--- src/rtl/alu_seq_if.sv ---
// Command, result and host preload bundle for alu_seq.
// The slave modport is the block's view; master is the driver's view.
interface alu_seq_if #(
   parameter int WIDTH  = 32,
   parameter int ADDR_W = 3
);
   logic              cmd_valid;
   logic              cmd_ready;
   logic [3:0]        cmd_op;
   logic [ADDR_W-1:0] cmd_ra;
   logic [ADDR_W-1:0] cmd_rb;
   logic [ADDR_W-1:0] cmd_rd;
   logic              cmd_wb;
   logic              res_valid;
   logic              res_ready;
   logic [WIDTH-1:0]  res_data;
   logic [4:0]        res_flags;
   logic              wr_en;
   logic [ADDR_W-1:0] wr_addr;
   logic [WIDTH-1:0]  wr_data;
   logic              busy;

   modport slave (
      input  cmd_valid, cmd_op, cmd_ra, cmd_rb, cmd_rd, cmd_wb,
      input  res_ready, wr_en, wr_addr, wr_data,
      output cmd_ready, res_valid, res_data, res_flags, busy
   );

   modport master (
      output cmd_valid, cmd_op, cmd_ra, cmd_rb, cmd_rd, cmd_wb,
      output res_ready, wr_en, wr_addr, wr_data,
      input  cmd_ready, res_valid, res_data, res_flags, busy
   );
endinterface

--- src/rtl/alu_seq.sv ---
// Multi-cycle ALU over a small register file: fetch A, fetch B, execute,
// optional writeback, then hold the result until the consumer takes it.
module alu_seq #(
   parameter int WIDTH  = 32,
   parameter int ADDR_W = 3
) (
   input  logic      clk,
   input  logic      rst,
   alu_seq_if.slave  bus
);
   localparam int DEPTH = 2**ADDR_W;
   localparam int MSB   = WIDTH-1;

   localparam logic [2:0] S_IDLE    = 3'd0;
   localparam logic [2:0] S_FETCH_A = 3'd1;
   localparam logic [2:0] S_FETCH_B = 3'd2;
   localparam logic [2:0] S_EXEC    = 3'd3;
   localparam logic [2:0] S_WB      = 3'd4;
   localparam logic [2:0] S_RESP    = 3'd5;

   localparam logic [3:0] OP_ADD  = 4'd0;
   localparam logic [3:0] OP_ADC  = 4'd1;
   localparam logic [3:0] OP_SUB  = 4'd2;
   localparam logic [3:0] OP_AND  = 4'd3;
   localparam logic [3:0] OP_OR   = 4'd4;
   localparam logic [3:0] OP_XOR  = 4'd5;
   localparam logic [3:0] OP_SHL  = 4'd6;
   localparam logic [3:0] OP_SHR  = 4'd7;
   localparam logic [3:0] OP_PASS = 4'd8;

   logic [2:0]        r_state;
   logic [3:0]        r_op;
   logic [ADDR_W-1:0] r_ra, r_rb, r_rd;
   logic              r_wb;
   logic [WIDTH-1:0]  r_t1, r_t2;
   logic [WIDTH-1:0]  r_res;
   logic [4:0]        r_flags;
   logic              r_c;
   logic [WIDTH-1:0]  r_rf [DEPTH];

   logic [WIDTH:0]    w_sum;
   logic [WIDTH-1:0]  w_res;
   logic              w_c, w_v, w_err;
   logic [4:0]        w_flags;
   logic [WIDTH-1:0]  w_rd_a, w_rd_b;

   // Entry 0 is never written, but the guard keeps the zero-register explicit.
   assign w_rd_a = (r_ra == '0) ? '0 : r_rf[r_ra];
   assign w_rd_b = (r_rb == '0) ? '0 : r_rf[r_rb];

   always_comb begin
      w_sum = '0;
      w_res = '0;
      w_c   = 1'b0;
      w_v   = 1'b0;
      w_err = 1'b0;
      case (r_op)
         OP_ADD, OP_ADC: begin
            w_sum = {1'b0, r_t1} + {1'b0, r_t2}
                  + {{WIDTH{1'b0}}, (r_op == OP_ADC) & r_c};
            w_res = w_sum[WIDTH-1:0];
            w_c   = w_sum[WIDTH];
            w_v   = (r_t1[MSB] == r_t2[MSB]) && (w_res[MSB] != r_t1[MSB]);
         end
         OP_SUB: begin
            // Top bit of the widened difference is the unsigned borrow.
            w_sum = {1'b0, r_t1} - {1'b0, r_t2};
            w_res = w_sum[WIDTH-1:0];
            w_c   = w_sum[WIDTH];
            w_v   = (r_t1[MSB] != r_t2[MSB]) && (w_res[MSB] != r_t1[MSB]);
         end
         OP_AND:  w_res = r_t1 & r_t2;
         OP_OR:   w_res = r_t1 | r_t2;
         OP_XOR:  w_res = r_t1 ^ r_t2;
         OP_SHL: begin
            w_res = {r_t1[MSB-1:0], 1'b0};
            w_c   = r_t1[MSB];
         end
         OP_SHR: begin
            w_res = {1'b0, r_t1[MSB:1]};
            w_c   = r_t1[0];
         end
         OP_PASS: w_res = r_t1;
         default: w_err = 1'b1;
      endcase
      w_flags = w_err ? 5'b10000 : {1'b0, w_v, w_res[MSB], (w_res == '0), w_c};
      if (w_err) w_res = '0;
   end

   always_ff @(posedge clk or negedge rst) begin
      if (!rst) begin
         r_state <= S_IDLE;
         r_op    <= '0;
         r_ra    <= '0;
         r_rb    <= '0;
         r_rd    <= '0;
         r_wb    <= 1'b0;
         r_t1    <= '0;
         r_t2    <= '0;
         r_res   <= '0;
         r_flags <= '0;
         r_c     <= 1'b0;
         for (int i = 0; i < DEPTH; i++) r_rf[i] <= '0;
      end else begin
         case (r_state)
            S_IDLE: begin
               if (bus.wr_en && bus.wr_addr != '0) r_rf[bus.wr_addr] <= bus.wr_data;
               if (bus.cmd_valid) begin
                  r_op    <= bus.cmd_op;
                  r_ra    <= bus.cmd_ra;
                  r_rb    <= bus.cmd_rb;
                  r_rd    <= bus.cmd_rd;
                  r_wb    <= bus.cmd_wb;
                  r_state <= S_FETCH_A;
               end
            end
            S_FETCH_A: begin
               r_t1    <= w_rd_a;
               r_state <= S_FETCH_B;
            end
            S_FETCH_B: begin
               r_t2    <= w_rd_b;
               r_state <= S_EXEC;
            end
            S_EXEC: begin
               r_res   <= w_res;
               r_flags <= w_flags;
               r_c     <= w_flags[0];
               r_state <= S_WB;
            end
            S_WB: begin
               if (r_wb && !r_flags[4] && r_rd != '0) r_rf[r_rd] <= r_res;
               r_state <= S_RESP;
            end
            S_RESP: if (bus.res_ready) r_state <= S_IDLE;
            default: r_state <= S_IDLE;
         endcase
      end
   end

   assign bus.cmd_ready = (r_state == S_IDLE);
   assign bus.busy      = (r_state != S_IDLE);
   assign bus.res_valid = (r_state == S_RESP);
   assign bus.res_data  = r_res;
   assign bus.res_flags = r_flags;
endmodule

--- src/flat_wrapper.sv ---
// flat-port wrapper written by rule: the top's interface ports become plain ports
module alu_seq_flat 
#(
   parameter int WIDTH  = 32,
   parameter int ADDR_W = 3
)
  (clk, rst, bus_cmd_valid, bus_cmd_op, bus_cmd_ra, bus_cmd_rb, bus_cmd_rd, bus_cmd_wb, bus_res_ready, bus_wr_en, bus_wr_addr, bus_wr_data, bus_cmd_ready, bus_res_valid, bus_res_data, bus_res_flags, bus_busy);
  alu_seq_if #(.WIDTH(WIDTH), .ADDR_W(ADDR_W)) bus_i ();
  input  logic clk;
  input  logic rst;
  input wire logic [$bits(bus_i.cmd_valid)-1:0] bus_cmd_valid;
  input wire logic [$bits(bus_i.cmd_op)-1:0] bus_cmd_op;
  input wire logic [$bits(bus_i.cmd_ra)-1:0] bus_cmd_ra;
  input wire logic [$bits(bus_i.cmd_rb)-1:0] bus_cmd_rb;
  input wire logic [$bits(bus_i.cmd_rd)-1:0] bus_cmd_rd;
  input wire logic [$bits(bus_i.cmd_wb)-1:0] bus_cmd_wb;
  input wire logic [$bits(bus_i.res_ready)-1:0] bus_res_ready;
  input wire logic [$bits(bus_i.wr_en)-1:0] bus_wr_en;
  input wire logic [$bits(bus_i.wr_addr)-1:0] bus_wr_addr;
  input wire logic [$bits(bus_i.wr_data)-1:0] bus_wr_data;
  output wire logic [$bits(bus_i.cmd_ready)-1:0] bus_cmd_ready;
  output wire logic [$bits(bus_i.res_valid)-1:0] bus_res_valid;
  output wire logic [$bits(bus_i.res_data)-1:0] bus_res_data;
  output wire logic [$bits(bus_i.res_flags)-1:0] bus_res_flags;
  output wire logic [$bits(bus_i.busy)-1:0] bus_busy;
  assign bus_i.cmd_valid = bus_cmd_valid;
  assign bus_i.cmd_op = bus_cmd_op;
  assign bus_i.cmd_ra = bus_cmd_ra;
  assign bus_i.cmd_rb = bus_cmd_rb;
  assign bus_i.cmd_rd = bus_cmd_rd;
  assign bus_i.cmd_wb = bus_cmd_wb;
  assign bus_i.res_ready = bus_res_ready;
  assign bus_i.wr_en = bus_wr_en;
  assign bus_i.wr_addr = bus_wr_addr;
  assign bus_i.wr_data = bus_wr_data;
  assign bus_cmd_ready = bus_i.cmd_ready;
  assign bus_res_valid = bus_i.res_valid;
  assign bus_res_data = bus_i.res_data;
  assign bus_res_flags = bus_i.res_flags;
  assign bus_busy = bus_i.busy;
  alu_seq #(.WIDTH(WIDTH), .ADDR_W(ADDR_W)) u_core (.clk(clk), .rst(rst), .bus(bus_i));
endmodule
--- config.mk ---
export PLATFORM = sky130hd
export DESIGN_NAME = alu_seq_flat
export DESIGN_NICKNAME = d
export VERILOG_FILES = /design/src/rtl/alu_seq_if.sv /design/src/rtl/alu_seq.sv /design/src/flat_wrapper.sv
export SDC_FILE = /design/constraint.sdc
export NUM_CORES = 1
export LEC_CHECK = 0
export BUFFER_PORTS_ARGS = -buffer_cell sky130_fd_sc_hd__buf_2
export CAP_MARGIN = 25
export CELL_PAD_IN_SITES_DETAIL_PLACEMENT = 1
export CELL_PAD_IN_SITES_GLOBAL_PLACEMENT = 1
export CORE_ASPECT_RATIO = 0.8
export CORE_MARGIN = 1.5
export CORE_UTILIZATION = 40
export CTS_CLUSTER_SIZE = 10
export DETAILED_ROUTE_END_ITERATION = 12
export PLACE_DENSITY_LB_ADDON = 0.15
export SKIP_LAST_GASP = 1
export SLEW_MARGIN = 20
export SYNTH_ARGS = -nofsm -noshare
export SYNTH_HDL_FRONTEND = slang
export SYNTH_SLANG_ARGS = --single-unit
--- constraint.sdc ---
create_clock -name clk -period 5.5 [get_ports clk]
set_input_delay 1.1 -clock clk [delete_from_list [all_inputs] [get_ports clk]]
set_output_delay 1.1 -clock clk [all_outputs]
set_load 0.05 [all_outputs]
==> impl_metrics.env <==
export IMPL_synth_flop_cell="dfrtp_1"
export IMPL_rows=80
export IMPL_core_area_sq_um=60000
export IMPL_synth_fp_nets=2983
export IMPL_numPortBuffers=93
export IMPL_cts_tree="yes"
export IMPL_criticalPathCategory="flop to flop"
export IMPL_routabilityCongestion=0.936
export IMPL_drtAntennaViolNets=0
export IMPL_endpoint_kind="flop"
export IMPL_yosysUniqueCellTypes=76
export IMPL_gr_total_overflow=0
export IMPL_die_area_sq_um=62500
export IMPL_cts_clk_slew_worst_paths_ns=0.06
export IMPL_clk_path_buf_depth=3
export IMPL_fmax_ghz=0.207
export IMPL_dp_slack_ns=0.827
export IMPL_syn_to_final_growth_pct=9.43
export IMPL_hold_viol=0
export IMPL_slew_headroom_pct=25.7
export IMPL_setup_tns_final_ns=0
export IMPL_synth_area_per_cell_sq_um=8.62
export IMPL_dr_pass1_iters=6
export IMPL_outcome="finished, final reports clean"
export IMPL_dpl_hpwl_mm=70.5
export IMPL_crit_path_end="u_core.bus.res_flags[1]"
export IMPL_io_pins=94
export IMPL_synthCells=2830
export IMPL_power_leakage_uw=0.0106
export IMPL_clk_latency_ns=0.60
export IMPL_hp_class="input port to asynchronous set/reset pin"
export IMPL_fin_skew_ns=0.0420
export IMPL_die_y_um=224
export IMPL_finalWorstSetupSlack_ns=0.664
export IMPL_cts_setup_buffers=0
export IMPL_crit_path_start="u_core.r_t1[0]"
export IMPL_worstPathArrival_ns=5.35
export IMPL_cp_max_fo=6
export IMPL_maxSlewViolCount=0
export IMPL_wl_per_cell_um=31.2
export IMPL_critPathBufInv=2
export IMPL_ys_seq_area_share_pct=35.0
export IMPL_cts_sinks=341
export IMPL_ir_worst_vdd_v=0.000431
export IMPL_antenna_found_initial=2
export IMPL_grt_pass1_wl_mm=164
export IMPL_powerDensity_nw_per_um2=668
export IMPL_ys_seq_elements=341
export IMPL_hold_buffers=0
export IMPL_async_reset_ff_share_pct=100
export IMPL_htree_levels=2
export IMPL_critPathTopFamily="compound AO/OA/AOI/OAI gates"
export IMPL_r2r_end="u_core.bus.res_flags[1]"
export IMPL_drive_gt1_share_pct=15.3
export IMPL_grt_max_degree=153
export IMPL_cp_depth=15
export IMPL_clockRootBuffer="clkbuf_16"
export IMPL_nNetsFinal=2895
export IMPL_vias_per_cell=6.85
export IMPL_yosys_warnings=0
export IMPL_diodes=0
export IMPL_initial_utilization_pct=40.7
export IMPL_cts_buffers=43
export IMPL_track_usage_pct=34.9
export IMPL_maxCapViolCount=0
export IMPL_synth_edff_count=0
export IMPL_final_min_clock_period_ns=4.84
export IMPL_drt_wl_total_mm=110
export IMPL_finalSetupViolCount=0
export IMPL_drt_first_iter_violations=2574
export IMPL_period_share_pct=87.9
export IMPL_reg2reg_setup_slack_ns=0.66
export IMPL_grt_pass1_vias=24600
export IMPL_synth_area_sq_um=24400
export IMPL_critPathSlowestCell="a41oi_1"
export IMPL_drc=0
export IMPL_vias=24200
export IMPL_die_width_um=279
export IMPL_rsz0062_at_grt="false"
export IMPL_path_cells="inv_1, fa_1, inv_1, fa_1, a21o_1, a221o_1, a31o_2, a41oi_1, o32ai_1, o31ai_1, mux2i_1, or3_1, nor4bb_1, nand4_1, o21ai_1"
export IMPL_required_ns=6.01
export IMPL_critPathLaunchType="flop"
export IMPL_cpPeakStageDelay_ns=0.68
export IMPL_r2r_start="u_core.r_t1[0]"
export IMPL_fillers=6923
export IMPL_cts_resized=0
export IMPL_reg2regPathDepth=15
export IMPL_worst_pin_slew_ns=1.10
## logic make-up after synthesis
logic type,Yosys count,synth area share (%)
AOI/OAI and AO/OA,1048,28.7
and+or+nand+nor,773,13.9
buffers and inverters,393,6.14
DFF,341,35.0
muxes,170,10.9
adders and majority gates,99,5.17
xor gates and xnor gates,6,0.215
## cell type report
cell class / count / area (sq um) / share of cell area (%)
clock buffer: 52 / 1130 / 4.23
clock inverter: 8 / 121 / 0.455
inverter: 101 / 379 / 1.42
multi-input combinational: 2096 / 14500 / 54.3
sequential: 341 / 8550 / 32.0
tap: 779 / 975 / 3.65
timing repair buffer: 159 / 1040 / 3.90
## stage by stage
stage | std cells | hold WS, ns | util [%] | area (sq um) | power [uW]
2_1_floorplan | 2830 | 0.460 | - | 24400 | 10600
3_3_place_gp | 3474 | 0.474 | 42.3 | 25400 | 14500
3_5_place_dp | 3475 | 0.491 | 42.4 | 25400 | 14700
4_1_cts | 3535 | 0.476 | 44.5 | 26700 | 17500
5_1_grt | 3536 | 0.506 | 44.5 | 26700 | 18700
6_report | 3536 | 0.449 | 44.5 | 26700 | 17800
## worst min-delay path by stage
stage	startpoint	endpoint	depth (start not counted)	slack [ns]
2_1_floorplan	u_core.r_rf[63]	u_core.r_rf[63]	2	0.46
3_3_place_gp	u_core.r_rf[89]	u_core.r_rf[89]	2	0.47
3_5_place_dp	u_core.r_rf[73]	u_core.r_rf[73]	2	0.49
4_1_cts	rst	u_core.r_rf[92]	1	0.48
5_1_grt	rst	u_core.r_rf[92]	1	0.51
6_report	rst	u_core.r_rf[92]	1	0.45
## Yosys cell counts, drive strengths merged (5+ instances only)
cell	n	area, sq um
o21bai	11	82.6
nand3	22	110
o22ai	14	87.6
nor3b	10	75.1
ha	96	1200
and2	6	37.5
a31oi	11	68.8
a221oi	14	123
o31ai	16	120
nor4	12	81.3
o21ai	366	1830
buf	63	259
o311ai	7	61.3
a22oi	97	728
o21a	8	60.1
and3b	6	52.6
xnor2	6	52.6
a211oi	18	135
mux2i	9	90.1
clkbuf	229	860
a221o	8	80.1
a21boi	5	37.5
a21o	12	90.1
o211ai	8	60.1
nor2b	56	350
mux4	67	1510
dfrtp	341	8530
o221ai	7	61.3
nand4	12	75.1
a211o	8	70.1
nand2b	16	100
a32oi	207	1810
inv	100	375
nand2	403	1510
or3	8	50.1
mux2	94	1060
nor2	171	642
a222oi	14	140
or2	8	50.1
nor3	31	155
a22o	11	96.3
a21oi	157	786
## placed cells by master (no fill, tap or decap), drive strengths merged, types with 16 or more instances in the layout
cell type,count
ha,96
mux2,94
inv,101
nor2,171
nor3,31
o21ai,366
o31ai,16
a211oi,18
nor2b,56
buf,159
nand2b,16
a21oi,157
a32oi,207
nand3,22
dfrtp,341
mux4,67
clkbuf,52
a22oi,97
nand2,403
## routing by layer
metal	GRT usage [%]	vias to the layer above	wire (um)
li1	-	10400	-
met3	6.49	218	9460
met2	54.1	1194	49500
met1	48.9	12500	47700
met5	0	-	0
met4	12.0	0	3530
## flip-flops by register name (all words and copies together) (netlist names)
name and cells:
u_core.r_wb 1, u_core.r_rd 3, u_core.r_ra 3, u_core.bus.res_flags 5
u_core.r_rb 3, u_core.bus.res_data 31, u_core.r_rf 224, u_core.r_t2 32
u_core.r_op 4, u_core.r_t1 32, u_core.r_state 3
## power by group
part,switching (uW),internal (uW)
logic,7300,3390
clock network,1190,1530
registers,1310,3110
total,9800,8030
## worst reg2reg max path: cells and delay by family (launching register included)
family | cells | cell delay (ns)
buffers and inverters | 2 | 0.23
flip-flops | 1 | 0.45
AND/OR/NAND/NOR | 3 | 0.92
adder cells (fa/ha/maj) | 2 | 0.67
AO/OA/AOI/OAI | 7 | 2.38
multiplexers | 1 | 0.11
No activity file was read; power rests on OpenSTA's default activity.
